--- src/rtl/sign_multiplier.sv ---
// Iterative shift-and-add multiplier, signed or unsigned per operation.
// Ports: Clk, nReset, Start/Sign/Multiplicand/Multiplier in; Product/Ready/Done out.
module sign_multiplier #(
  parameter int INPUT_BIT_WIDTH = 8
) (
  input  logic                           Clk,
  input  logic                           nReset,
  input  logic                           Start,
  input  logic                           Sign,
  input  logic [INPUT_BIT_WIDTH-1:0]     Multiplicand,
  input  logic [INPUT_BIT_WIDTH-1:0]     Multiplier,
  output logic [2*INPUT_BIT_WIDTH-1:0]   Product,
  output logic                           Ready,
  output logic                           Done
);

  localparam int W  = INPUT_BIT_WIDTH;
  localparam int PW = 2 * W;
  localparam int CW = $clog2(W + 1);

  localparam logic [CW-1:0] CNT_INIT = CW'(W);
  localparam logic [CW-1:0] CNT_ONE  = CW'(1);

  typedef enum logic {
    S_IDLE,
    S_BUSY
  } state_t;

  state_t          state_q;
  logic [PW-1:0]   mcand_q;
  logic [W-1:0]    mplier_q;
  logic [PW-1:0]   acc_q;
  logic [CW-1:0]   cnt_q;
  logic            neg_q;
  logic [PW-1:0]   product_q;
  logic            ready_q;
  logic            done_q;

  logic [W-1:0]    mag_a_d;
  logic [W-1:0]    mag_b_d;
  logic            neg_d;
  logic [PW-1:0]   acc_d;
  logic [PW-1:0]   res_d;
  logic            last_d;

  // Magnitudes are W-bit unsigned, so the most negative
  // operand maps to 2^(W-1) without overflow.
  always_comb begin
    mag_a_d = Multiplicand;
    mag_b_d = Multiplier;
    if (Sign && Multiplicand[W-1]) begin
      mag_a_d = -Multiplicand;
    end
    if (Sign && Multiplier[W-1]) begin
      mag_b_d = -Multiplier;
    end
    neg_d = Sign & (Multiplicand[W-1] ^ Multiplier[W-1]);
  end

  // Final step folds its own partial product in before
  // the result is written, so the sum is the true total.
  always_comb begin
    acc_d  = acc_q;
    if (mplier_q[0]) begin
      acc_d = acc_q + mcand_q;
    end
    res_d  = neg_q ? -acc_d : acc_d;
    last_d = (cnt_q == CNT_ONE);
  end

  always_ff @(posedge Clk or negedge nReset) begin
    if (!nReset) begin
      state_q   <= S_IDLE;
      mcand_q   <= '0;
      mplier_q  <= '0;
      acc_q     <= '0;
      cnt_q     <= '0;
      neg_q     <= 1'b0;
      product_q <= '0;
      ready_q   <= 1'b1;
      done_q    <= 1'b0;
    end else begin
      done_q <= 1'b0;
      unique case (state_q)
        S_IDLE: begin
          if (Start) begin
            mcand_q  <= {{W{1'b0}}, mag_a_d};
            mplier_q <= mag_b_d;
            neg_q    <= neg_d;
            acc_q    <= '0;
            cnt_q    <= CNT_INIT;
            ready_q  <= 1'b0;
            state_q  <= S_BUSY;
          end
        end
        S_BUSY: begin
          acc_q    <= acc_d;
          mcand_q  <= {mcand_q[PW-2:0], 1'b0};
          mplier_q <= {1'b0, mplier_q[W-1:1]};
          cnt_q    <= cnt_q - CNT_ONE;
          if (last_d) begin
            product_q <= res_d;
            done_q    <= 1'b1;
            ready_q   <= 1'b1;
            state_q   <= S_IDLE;
          end
        end
        default: begin
          state_q <= S_IDLE;
          ready_q <= 1'b1;
        end
      endcase
    end
  end

  assign Product = product_q;
  assign Ready   = ready_q;
  assign Done    = done_q;

endmodule
--- config.mk ---
export PLATFORM = sky130hd
export DESIGN_NAME = sign_multiplier
export DESIGN_NICKNAME = d
export VERILOG_FILES = /design/src/rtl/sign_multiplier.sv
export SDC_FILE = /design/constraint.sdc
export NUM_CORES = 1
export LEC_CHECK = 0
export CAP_MARGIN = 10
export CORE_ASPECT_RATIO = 0.7
export CORE_MARGIN = 2
export CORE_UTILIZATION = 30
export DETAILED_ROUTE_END_ITERATION = 6
export MAX_ROUTING_LAYER = met4
export PLACE_DENSITY = 0.45
export SETUP_SLACK_MARGIN = 0.4
export SLEW_MARGIN = 40
export SYNTH_ARGS = -nofsm -noshare
export SYNTH_HDL_FRONTEND = slang
export SYNTH_SLANG_ARGS = --single-unit
export TNS_END_PERCENT = 30
--- constraint.sdc ---
create_clock -name Clk -period 3.1 [get_ports Clk]
set_input_delay 0.62 -clock Clk [delete_from_list [all_inputs] [get_ports Clk]]
set_output_delay 0.62 -clock Clk [all_outputs]
set_load 0.02 [all_outputs]
== Yosys cells after proc, flatten, opt, wreduce, memory -nomap -nowiden ==
Index checks and enable logic that the tools add are counted.

* Reduce and logical (&&, ||, !) cells: 5
* Bitwise gates (word level): 3
* Order comparisons: 0
* Muxes and demuxes: 20
* Equality and inequality tests: 3
* $add $sub $neg: 5
* Multiply operators: 0
* Div/mod/pow operators: 0
* Shifts and indexed selects: 0

{| class="wikitable"
|+ Operators with widths
! cell !! number
|-
| $mux W16 || 4
|-
| $pmux W16 S2 || 2
|-
| $mux W8 || 3
|-
| $add A16 B16 Y16 || 1
|-
| $neg A16 Y16 || 1
|-
| $neg A8 Y8 || 2
|-
| $pmux W8 S2 || 1
|-
| $pmux W4 S2 || 1
|-
| $mux W1 || 6
|-
| $reduce_and A2 Y1 || 3
|-
| $eq A4 B1 Y1 const B || 1
|-
| $mux W4 || 1
|-
| $pmux W1 S2 || 2
|-
| $sub A4 B1 Y4 const B || 1
|-
| $logic_and A1 B1 Y1 || 2
|-
| $ne A2 B1 Y1 const B || 1
|-
| $ne A2 B2 Y1 const B || 1
|-
| $and A1 B1 Y1 || 1
|-
| $not A1 Y1 || 1
|-
| $xor A1 B1 Y1 || 1
|}

* Latch bits: 0
* Memory bits (writable): 0
* Flip-flop bits (word level): 64
* Word-level logic and storage cells: 45
* Input port bits: 20
* Output and inout port bits: 18
* Memories: 0
* Memory bits (read-only): 0

== Logic depth before layout (Yosys ltp) ==
* Depth after elaboration: 4
* Depth in mapped cells: 11
* Mapped depth without buffers: 11

== Least setup slack after synthesis ==
OpenSTA, ideal clock, no wires.

* Path type: register to register
* From: register mcand_q[0]
* To: register product_q[14], in the netlist Product[14]
* Data arrival time: 3167 ps
* Cell stages (with the launch flop): 12
* Data required time: 2968 ps
* Slack: -199 ps
* Path buffers: 0
* Clock period less this slack: 3299 ps
* Library setup time: 132 ps
* Cells stage by stage: dfrtp_1 -> ha_1 -> fa_1 -> a211oi_1 -> o21ai_1 -> xor2_1 -> mux2_4 -> or4_4 -> or4_4 -> o31ai_2 -> xor2_1 -> o21ai_1

* Longest elaborated chain between the ends: 4

{| class="wikitable"
|+ RTL lines
! element !! line !! RTL
|-
| start: declaration || 30 || <nowiki>logic [PW-1:0] mcand_q;</nowiki>
|-
| start signal: assignment || 87 || <nowiki>mcand_q <= {{W{1'b0}}, mag_a_d};</nowiki>
|-
| start signal: assignment || 98 || <nowiki>mcand_q <= {mcand_q[PW-2:0], 1'b0};</nowiki>
|-
| $add A16 B16 Y16 (*) || 65 || <nowiki>acc_d = acc_q + mcand_q;</nowiki>
|-
| $mux W16 (*) || 64 || <nowiki>if (mplier_q[0]) begin</nowiki>
|-
| $neg A16 Y16 || 67 || <nowiki>res_d = neg_q ? -acc_d : acc_d;</nowiki>
|-
| $mux W16 (*) || 67 ||
|-
| end signal: assignment || 102 || <nowiki>product_q <= res_d;</nowiki>
|-
| end: declaration || 35 || <nowiki>logic [PW-1:0] product_q;</nowiki>
|}

Every way passes the cells marked *; elsewhere a longest branch is shown, timed or not.
A chain may end at the register's enable or synchronous reset.

== Worst setup path in the final report ==
Ends and elaborated chain as after synthesis.

==> results.toml <==
[finish]
final_common_cell = "nand2_1"
multiInputGateArea_um2 = 2680
fillers = 1402
final_cell_mix = "nand2_1 (73), o21ai_0 (65), dfrtp_1 (62)"
antenna_cells = 0
finish.utilization_pct = 41.1
nets = 618
regArea_um2 = 1600
drive_gt1_share_pct = 20.3
syn_to_final_growth_pct = 34.3

[power]
internal_power_uw = 3550
peakVddDrop_mv = 0.474
p_switching_uw = 2480
p_comb_share_pct = 59.3
leakage_uw = 0.00248
pwr-share-clk_pct = 16.0
p_per_area_nw_per_um2 = 1060
switching_share_pct = 41.1
seqPwrFrac_pct = 24.8

[synth]
ys_types = 63
synth_cells = 494
avgSynthCellArea_um2 = 8.57
ys_seq_area_share_pct = 37.9
netlist_area_um2 = 4230
ys_seq_elements = 64
synth_top_area_share_pct = 37.2
synth_top_cell_by_area = "dfrtp_1"
ys_async_sr_fraction_pct = 100
synth_ff_type = "dfrtp_1"
yosys_warnings = 0
netlist_top_cells_area = "dfrtp_1 (37%), o21ai_0 (8.0%), nand2_1 (6.6%)"
synth_edf_count = 0
syn-num-nets = 535

[cts]
root_buffer = "clkbuf_16"
hold_buffers = 0
cts_tree = "built"
clkTransAtPathRegs_ns = 0.05
htree_levels = 3
clock_latency_ns = 0.33
cts_buffer_depth = 2
clock_sinks = 64
cts_made_buffers = 9

[critical_path]
path_depth = 11
worstReg2RegStart = "mcand_q[0]"
r2r-end = "Product[14]"
arrival_ns = 3.49
rr_worst_depth = 11
worstPathRequired_ns = 3.31
reg2reg_slack_ns = -0.18
cp_max_fo = 3
path_delay_family = "simple AND/OR/NAND/NOR gates"
startpoint = "mcand_q[0]"
cpMaxStageDelayCell = "or4_4"
worstSetupPathType = "flop to flop"
critPathBufInv = 0
max_stage_delay_ns = 0.54
crit_chain = "ha_2 > fa_2 > a211oi_2 > o21ai_1 > xor2_1 > mux2_4 > or4_4 > or4_4 > o31ai_2 > xor2_1 > o21ai_1"
crit_end = "Product[14]"
start_kind = "flop"
cp-end-kind = "flop"

[timing]
max_slew_margin_pct = 55.3
tightest_slew_ns = 0.671
timing.fmax_mhz = 305
finalSetupViolCount = 4
period_needed_ns = 3.28
fin_ws_ns = -0.182
drv_slew = 0
fin_crit_sh_pct = 106
fin_worst_skew_ns = 0.00509
hold_viol = 0
hold_ws_ns = 0.128
grt_setup_unrepaired = "true"

[die]
std_cell_rows = 36
fp.dieH_um = 103
die_area_um2 = 15100
core_area_um2 = 13800
die_w_um = 146
io_pins = 38
initial_core_util_pct = 30.6

[route]
viasPerCell = 4.88
drcViolationCount = 0
drt_pass1_iterations = 4
drt_iter0_drc = 155
wl_per_cell_um = 13.8
via_count = 3769
drt-total-wl_mm = 10.7
antenna_left = 0

[placed_design]
hpwl_mm = 7.78
io_buffers = 37
gp_congestion = 0.806

[global_route]
gr-usage-all-layers_pct = 15.3
antenna_found_initial = 0
grt_max_degree = 74
grt_remaining_overflow = 0
grt_pass1_vias = 3678
grt_pass1_wl_mm = 18.2

[worst_hold_path]
hold_path.class = "input port to asynchronous set/reset pin"

[status]
status = "finished, violations left"
failed_checks = "negative setup slack"

[run]
maxCapViolCount = 0
what timing repair did:
action / in CTS / in global routing
gates cloned: 0 / 0
setup endpoints to repair: 11 / 17
pin swaps: 6 / 9
setup buffers: 5 / 1
resized for setup: 13 / 21
stage by stage:
stage	total power (uW)	setup TNS [ns]	std cells	worst slack, ns	cell area, um2
3_3_place_gp	4740	-0.453	750	-0.165	5170
4_1_cts	5940	-0.497	771	-0.187	5570
5_1_grt	6590	-1.09	772	-0.320	5680
2_1_floorplan	3480	-0.0987	494	-0.0610	4260
3_5_place_dp	4770	-0.635	750	-0.203	5170
6_report	6030	-0.416	772	-0.182	5680
synthesized netlist by cell type (2+ instances only):
library cell / n
o31ai_1: 5
a211oi_2: 2
o211ai_1: 3
and3_1: 2
nand3b_1: 4
a31oi_1: 3
and3b_1: 3
xnor2_1: 14
a21oi_1: 20
nand3_1: 17
o21ai_0: 68
ha_1: 20
or4_4: 2
o22ai_1: 2
xor2_1: 14
o21a_1: 3
a211oi_1: 2
nand4b_1: 4
or3_1: 7
nand2b_1: 25
mux2i_1: 10
nor3_1: 13
a21o_1: 4
a41oi_1: 2
and4bb_1: 2
inv_1: 13
o221ai_1: 2
buf_1: 2
o21ai_1: 3
a311oi_1: 2
o41ai_1: 2
a22o_1: 3
nand4_1: 6
dfrtp_1: 63
nor2b_1: 3
nor2_1: 21
nand2_1: 74
nor3b_1: 3
clkbuf_1: 22
routing by layer:
layer	GRT usage [%]	routed length [um]	vias to the layer above
met5	-	0	-
met4	3.81	116	0
met3	3.29	257	11
met2	23.3	4650	37
met1	21.0	5630	1790
li1	-	-	1931
worst reg2reg max path, delay by kind of cell (launching register included):
family	cells	cell delay, ns
xor+xnor	2	0.32
compound gates	4	0.62
mux	1	0.28
flops	1	0.38
fa+ha+maj	2	0.56
simple gates	2	1.00
sequential cells by signal, summed over array words and instances (netlist names):
name / cells
Done: 1
Ready: 1
cnt_q: 4
acc_q: 16
neg_q: 1
mplier_q: 8
Product: 16
state_q: 1
mcand_q: 16
logic make-up (layout without fill, tap and decap cells):
logic type | after synthesis | after routing | share of synthesized area [%]
compound gates | 137 | 137 | 19.8
xor+xnor | 28 | 28 | 5.79
fa+ha+maj | 21 | 21 | 6.38
buf+inv | 39 | 127 | 3.72
flops | 64 | 64 | 37.9
mux | 12 | 12 | 2.99
simple gates | 193 | 193 | 23.4
area by class of cell:
| type | instances | area share, % |
|---|---|---|
| clock buffers | 16 | 4.95 |
| repair buffers | 98 | 14.6 |
| well taps | 190 | 4.18 |
| multi-input cells | 391 | 47.2 |
| flip-flops and latches | 64 | 28.2 |
| inverters | 13 | 0.858 |
power by group through the flow:
| stage | combinational [uW] | clock, uW | sequential (uW) |
|---|---|---|---|
| final | 3580 | 962 | 1490 |
| after CTS | 3450 | 995 | 1490 |
| after floorplan | 1970 | 0 | 1510 |
| after detailed placement | 3270 | 0 | 1500 |
| after global placement | 3250 | 0 | 1490 |
| after global routing | 4010 | 1040 | 1550 |
how the worst min path moves through the flow:
stage	startpoint	to	slack [ns]	cells past startpoint
after global routing	nReset	cnt_q[2]	0.13	1
after CTS	nReset	cnt_q[2]	0.12	1
after detailed placement	Ready	Ready	0.45	2
after global placement	Ready	Ready	0.45	2
final	nReset	cnt_q[2]	0.13	1
after floorplan	nReset	Done	0.32	0
(Power assumes the default switching activity.)
